## src/rtl/alu_src_b_stage.sv

```systemverilog
// alu_src_b_stage: registered ALU source-B operand selector for the multicycle
// datapath. Builds the candidate operand combinationally from the select code
// (B, constant, extended immediate, shifted immediate, A, upper immediate).
// It presents the operand through a valid/ready output register backed by a
// one-entry skid buffer, so the ALU can stall without losing an operand.
// Illegal select codes produce a zero operand and set a sticky error flag.
// WIDTH must exceed IMM_W + 2 so every immediate form fits the operand.
module alu_src_b_stage #(
  parameter int unsigned       WIDTH     = 32,
  parameter int unsigned       IMM_W     = 16,
  parameter logic [WIDTH-1:0]  CONST_VAL = 'd4
) (
  input  logic             clk,
  input  logic             reset,
  input  logic             in_valid,
  output logic             in_ready,
  input  logic [2:0]       sel,
  input  logic             ext_sign,
  input  logic [WIDTH-1:0] B,
  input  logic [WIDTH-1:0] A,
  input  logic [IMM_W-1:0] imm,
  output logic             out_valid,
  input  logic             out_ready,
  output logic [WIDTH-1:0] out,
  output logic             sel_err,
  input  logic             err_clr
);

  logic [WIDTH-1:0] extImm;
  logic [WIDTH-1:0] candidate;
  logic             candIllegal;

  logic             accept;
  logic             drain;

  logic [WIDTH-1:0] outData_q,   outData_d;
  logic             outValid_q,  outValid_d;
  logic [WIDTH-1:0] skidData_q,  skidData_d;
  logic             skidValid_q, skidValid_d;
  logic             selErr_q,    selErr_d;

  assign extImm = {{(WIDTH-IMM_W){ext_sign & imm[IMM_W-1]}}, imm};

  // Pick the candidate operand; the two spare codes yield zero and are flagged.
  always_comb begin
    candidate   = '0;
    candIllegal = 1'b0;
    case (sel)
      3'b000:  candidate = B;
      3'b001:  candidate = CONST_VAL;
      3'b010:  candidate = extImm;
      3'b011:  candidate = {extImm[WIDTH-3:0], 2'b00};
      3'b100:  candidate = A;
      3'b101:  candidate = {imm, {(WIDTH-IMM_W){1'b0}}};
      default: begin
        candidate   = '0;
        candIllegal = 1'b1;
      end
    endcase
  end

  // The stage only refuses input when the skid entry is occupied, so in_ready
  // never depends combinationally on out_ready.
  assign in_ready = reset & ~skidValid_q;
  assign accept   = in_valid & in_ready;
  assign drain    = outValid_q & out_ready;

  // Next-state for the main/skid pair: the skid entry always feeds the main
  // register first, which keeps delivery strictly in arrival order.
  always_comb begin
    outData_d   = outData_q;
    outValid_d  = outValid_q;
    skidData_d  = skidData_q;
    skidValid_d = skidValid_q;

    if (drain) begin
      if (skidValid_q) begin
        outData_d   = skidData_q;
        outValid_d  = 1'b1;
        skidValid_d = 1'b0;
        if (accept) begin
          skidData_d  = candidate;
          skidValid_d = 1'b1;
        end
      end else if (accept) begin
        outData_d  = candidate;
        outValid_d = 1'b1;
      end else begin
        outValid_d = 1'b0;
      end
    end else if (accept) begin
      if (!outValid_q) begin
        outData_d  = candidate;
        outValid_d = 1'b1;
      end else begin
        skidData_d  = candidate;
        skidValid_d = 1'b1;
      end
    end
  end

  // Sticky error: an accepted illegal code takes priority over a clear request.
  always_comb begin
    selErr_d = selErr_q;
    if (accept && candIllegal) begin
      selErr_d = 1'b1;
    end else if (err_clr) begin
      selErr_d = 1'b0;
    end
  end

  // State registers with synchronous active-low reset discarding held operands.
  always_ff @(posedge clk) begin
    if (!reset) begin
      outData_q   <= '0;
      outValid_q  <= 1'b0;
      skidData_q  <= '0;
      skidValid_q <= 1'b0;
      selErr_q    <= 1'b0;
    end else begin
      outData_q   <= outData_d;
      outValid_q  <= outValid_d;
      skidData_q  <= skidData_d;
      skidValid_q <= skidValid_d;
      selErr_q    <= selErr_d;
    end
  end

  assign out       = outData_q;
  assign out_valid = outValid_q;
  assign sel_err   = selErr_q;

endmodule

```

## config.mk

```make
export PLATFORM = sky130hd
export DESIGN_NAME = alu_src_b_stage
export DESIGN_NICKNAME = d
export VERILOG_FILES = /design/src/rtl/alu_src_b_stage.sv
export SDC_FILE = /design/constraint.sdc
export NUM_CORES = 1
export LEC_CHECK = 0
export ABC_AREA = 0
export CAP_MARGIN = 20
export CORE_MARGIN = 2
export CORE_UTILIZATION = 30
export CTS_CLUSTER_SIZE = 24
export DETAILED_ROUTE_END_ITERATION = 10
export SETUP_SLACK_MARGIN = 0.02
export SYNTH_ARGS = -nofsm -noshare
export SYNTH_HDL_FRONTEND = slang
export SYNTH_SLANG_ARGS = --single-unit
```

## constraint.sdc

```tcl
create_clock -name clk -period 3.1 [get_ports clk]
set_input_delay 0.31 -clock clk [delete_from_list [all_inputs] [get_ports clk]]
set_output_delay 0.31 -clock clk [all_outputs]
set_load 0.005 [all_outputs]
```

Yosys cells after proc, flatten, opt, wreduce, memory -nomap -nowiden
Cells that the tools add are included.
Widths: inputs -> output; s select.

operators by class
  reductions and logical operators = 10
  eq/ne operators = 8
  muxes and demuxes = 21
  bitwise logic cells = 5

operators with widths
  cell                count
  $mux 32             9
  $pmux 32 s6         1
  $mux 1              11
  $reduce_bool 2->1   4
  $eq 3x2->1 const B  2
  $eq 3x3->1 const B  2
  $reduce_or 6->1     1
  $and 1x1->1         4
  $ne 2x2->1 const B  2
  $reduce_and 4->1    1
  $eq 3x1->1 const B  1
  $logic_not 3->1     1
  $reduce_and 3->1    1
  $ne 2x1->1 const B  1
  $reduce_and 2->1    1
  $logic_and 1x1->1   1
  $not 1->1           1

storage, ports and cells
  logic and storage cells = 49
  flip-flop bits (word level) = 67
  input bits = 89
  output and inout port bits = 35

Depth between registers and ports, before layout
  depth after elaboration = 6
  gate-level depth with buffers = 7
  mapped depth without buffers = 4

Least setup slack after synthesis
OpenSTA, ideal clock, no wires.

  path kind = input -> output
  from = in reset
  to = out in_ready
  path buffers = 3
  stages on the path = 4
  path slack = 1.724 ns
  required time = 2.790 ns
  arrival time = 1.066 ns
  cell sequence = buf_2 buf_2 clkbuf_1 nor2b_1

between the ends
  longest elaborated chain between the ends = 1

RTL lines
  what             RTL line  source
  start, declared  14        input logic reset,
  $and 1x1->1      64        assign in_ready = reset & ~skidValid_q;
  end, declared    16        output logic in_ready,

Every way passes these cells.

Final worst setup path
  from = in sel[1]
  to = reg skidData_q[7]

between the ends
  longest elaborated chain between the ends = 5
  elaborated cells on any way between the ends = 12
  classes of those cells = eq/ne (5); mux (6); reduce/logical (1)

RTL lines
  what                                      RTL line  source
  start, declared                           17        input logic [2:0] sel,
  $eq 3x3->1, or another cell as far along  48        case (sel)
  $pmux 32 s6 (*)                           48
  $mux 32, on equally long branches         92, 81
  $mux 32, on equally long branches         91, 77
  $mux 32 (*)                               76        if (drain) begin
  end signal, assigned                      123       skidData_q <= skidData_d;
  end, declared                             38        logic [WIDTH-1:0] skidData_q, skidData_d;

Mark *: on every way between the ends. The rest lies on a longest branch, timed or not. The select of a mux whose other input is x is not followed.
A chain may end at the register's enable or synchronous reset.

==> run_results.csv <==
group,metric,value,unit
synth,synth_cell_types,42,
timing,unrepaired_setup_endpoints_after_global_routing,"false",
synth,yosys.area.top_type,"sky130_fd_sc_hd__dfxtp_1",
place,gp_congestion,0.839,
global_routing,grt.met2_usage,28.0,%
pwr,combPwrFrac,19.3,%
clock_network,clock_latency,0.33,ns
min_path,worst_hold_startpoint,"reset",
clock_network,clkTransAtPathRegs,0.06,ns
pwr,part_of_the_power_in_registers,37.3,%
detailed_routing,route.detailed.wl_per_inst,18.9,um
clock_network,cts_root_buf,"sky130_fd_sc_hd__clkbuf_16",
detailed_routing,ant_nets,0,
pwr,power.share.clock,43.4,%
detailed_routing,totalWireLength,11.8,mm
clock_network,htree_levels,3,
timing,fin_setup_tns,0,ns
timing,timing.max_slew.rel_slack,57.8,%
min_path,hold-path-endpoint,"sel_err",
floorplan,die_w,110,um
worst_setup_path,r2r_start,"out_valid",
layout,stdcell_area,4930,sq um
pwr,vdd.ir_drop.worst,199,uV
layout,mostFrequentLayoutCell,"sky130_fd_sc_hd__clkdlybuf4s50_1",
timing,worstMarginPinSlew,0.632,ns
floorplan,fp-row-count,38,
worst_setup_path,critPathArrivalTime,2.37,ns
global_routing,first_pass_grt_wire_length,17.7,mm
timing,report.final.setup_viol,0,
layout,area_growth,45.9,%
timing,fraction_of_the_cycle_the_final_worst_path_needs,68.2,%
global_routing,grt_remaining_overflow,0,
layout,drive_gt1_share,8.30,%
run,drv_cap,0,
place,port_buffer_count,123,
detailed_routing,drt-vias-per-instance,5.55,
detailed_routing,drtPass1Iterations,4,
timing,final.min_clock_period,2.12,ns
floorplan,die_h,110,um
synth,yosys_warnings,0,
floorplan,floorplan.core_area,10900,sq um
synth,synth_async_sr_flop_share,0,%
timing,fin_worst_skew,0.00802,ns
worst_setup_path,r2r.worst_path.cells,5,
layout,layout.nets,566,
place,placedInstanceArea,4600,sq um
clock_network,post-cts-setup-buffer-count,0,
layout,final.fill_count,1059,
worst_setup_path,worst_setup_path_start_kind,"input port",
min_path,min_delay_path_depth,2,
synth,seq_area_frac_synth,39.7,%
synth,main_synth_ff_type,"sky130_fd_sc_hd__dfxtp_1",
global_routing,met3_usage,5.35,%
pwr,power_density,520,nW/um^2
detailed_routing,initialDrtViolationCount,267,
clock_network,number_of_clock_buffers_inserted_by_tritoncts,9,
pwr,internal-power,1.94,mW
worst_setup_path,regToRegSetupSlack,1.23,ns
clock_network,cts-root-to-sink-buffers,2,
global_routing,grt_busiest_layer,"met2",
pwr,power.switching_fraction,24.2,%
worst_setup_path,timing.critical_path.fanout_max,27,
synth,post_synth.cell_area_avg,8.94,sq um
worst_setup_path,crit_required,3.35,ns
global_routing,pin_count_of_the_biggest_net_entering_global_routing,63,
global_routing,globalRouteTotalUtil,19.4,%
floorplan,pin_count,124,
clock_network,tritoncts,"yes",
worst_setup_path,regToRegEndpoint,"out[7]",
detailed_routing,route.detailed.drc,0,
global_routing,first_global_vias,3154,
clock_network,cts.hold.buffers_added,0,
worst_setup_path,timing.setup.critical_path_class,"input port to flip-flop",
floorplan,initial_core_util,30.9,%
synth,yosysTopAreaCellShare,39.7,%
global_routing,met1_usage,27.9,%
layout,layout.cells.most_common_list,"121 x sky130_fd_sc_hd__clkdlybuf4s50_1, 74 x sky130_fd_sc_hd__a21oi_1, 67 x sky130_fd_sc_hd__dfxtp_1, 33 x sky130_fd_sc_hd__o21ai_0",
synth,ys_seq_elements,67,
pwr,p_sw,621,uW
synth,syn_nets,467,
global_routing,antenna_found_initial,0,
floorplan,die_area,12100,sq um
pwr,p_leak,1.76,nW
synth,mappedNetlistArea,3380,sq um
detailed_routing,via_count,3455,
synth,post_synth_inst_count,378,
place,dp_hpwl,8.30,mm
clock_network,clkSinkCount,67,
timing,max_freq,473,MHz
layout,number_of_diodes_added_for_antenna_fixing,0,
min_path,worst_hold_path_type,"input port to flip-flop",
outcome,status,"complete, no violations",
synth,synthTopCellsByArea,"sky130_fd_sc_hd__dfxtp_1 40%, sky130_fd_sc_hd__a21oi_1 11%, sky130_fd_sc_hd__o221ai_1 7.3%",
clock_network,post_cts_resize_count,0,
timing,hold_viol_final,0,
worst_setup_path,critPathCaptureType,"flip-flop",
timing,slew_violations,0,
synth,synth_enable_flop_cells,0,
critical path, cell delays in order:
cell and delay (ns):
sky130_fd_sc_hd__clkdlybuf4s50_1 0.71, sky130_fd_sc_hd__nor2_4 0.65, sky130_fd_sc_hd__a22oi_1 0.26, sky130_fd_sc_hd__o22a_1 0.28, sky130_fd_sc_hd__a21oi_1 0.15
layer usage:
| layer | wire length, um | part of all wire, % | vias up |
|---|---|---|---|
| li1 | - | - | 1669 |
| met1 | 5470 | 46 | 1633 |
| met2 | 5080 | 43 | 139 |
| met3 | 1020 | 8.7 | 14 |
| met4 | 195 | 1.7 | 0 |
| met5 | 0 | 0 | - |
state kept, by name (all words and copies together), names as in the netlist:
name         cells
skidValid_q      1
skidData_q      32
out             32
sel_err          1
out_valid        1
cells by family (layout without fill, tap and decap cells):
kind of cell | after synthesis | count (layout) | synth area share (%)
and+or+nand+nor | 43 | 43 | 7.55
muxes | 19 | 19 | 5.81
buffers and inverters | 46 | 150 | 7.52
AOI/OAI and AO/OA | 203 | 203 | 39.4
DFF | 67 | 67 | 39.7
synth_stat cells, drive strengths merged (2+ instances only):
library cell / count
nand2: 7
mux2: 5
inv: 3
o221ai: 28
clkbuf: 13
nor2b: 7
dfxtp: 67
and3: 3
nand2b: 2
and2b: 2
o22a: 24
o21ai: 34
nand3b: 2
nor3: 4
or3: 3
a22o: 2
a21oi: 74
mux2i: 14
o211ai: 2
o32ai: 2
buf: 30
nor2: 6
a211oi: 2
nand3: 5
o21bai: 2
a22oi: 28
cell type report:
cell class	count	area, sq um	area share (%)
tap	140	175	3.55
clock buffer	12	256	5.20
inverter	3	11.3	0.228
sequential	67	1340	27.2
multi-input combinational	265	1790	36.4
clock inverter	4	72.6	1.47
timing repair buffer	131	1280	26.0
metrics by stage:
| stage | power, mW | instances | hold slack [ns] | worst slack [ns] | util (%) |
|---|---|---|---|---|---|
| floorplan | 1.19 | 378 | 0.439 | 1.72 | - |
| global placement | 1.46 | 606 | 0.449 | 0.753 | 42.1 |
| detailed placement | 1.47 | 606 | 0.455 | 0.697 | 42.1 |
| CTS | 2.58 | 622 | 0.377 | 1.03 | 45.1 |
| global route | 2.68 | 622 | 0.412 | 0.839 | 45.1 |
| finish | 2.56 | 622 | 0.388 | 0.985 | 45.1 |
power groups by stage:
stage	Clock [mW]	Combinational, mW	Sequential, mW
4_1_cts	1.13	0.496	0.957
3_5_place_dp	0	0.493	0.974
6_report	1.11	0.494	0.957
5_1_grt	1.18	0.537	0.963
2_1_floorplan	0	0.228	0.967
3_3_place_gp	0	0.487	0.975
worst max path at each step:
| stage | from | endpoint | depth (start not counted) |
|---|---|---|---|
| final | sel[1] | skidData_q[7] | 5 |
| after global routing | sel[1] | skidData_q[7] | 5 |
| after CTS | sel[1] | skidData_q[7] | 5 |
| after detailed placement | sel[1] | skidData_q[7] | 5 |
| after global placement | sel[1] | skidData_q[7] | 5 |
| after floorplan | reset | in_ready | 4 |
Power figures use the tool's default switching activity.
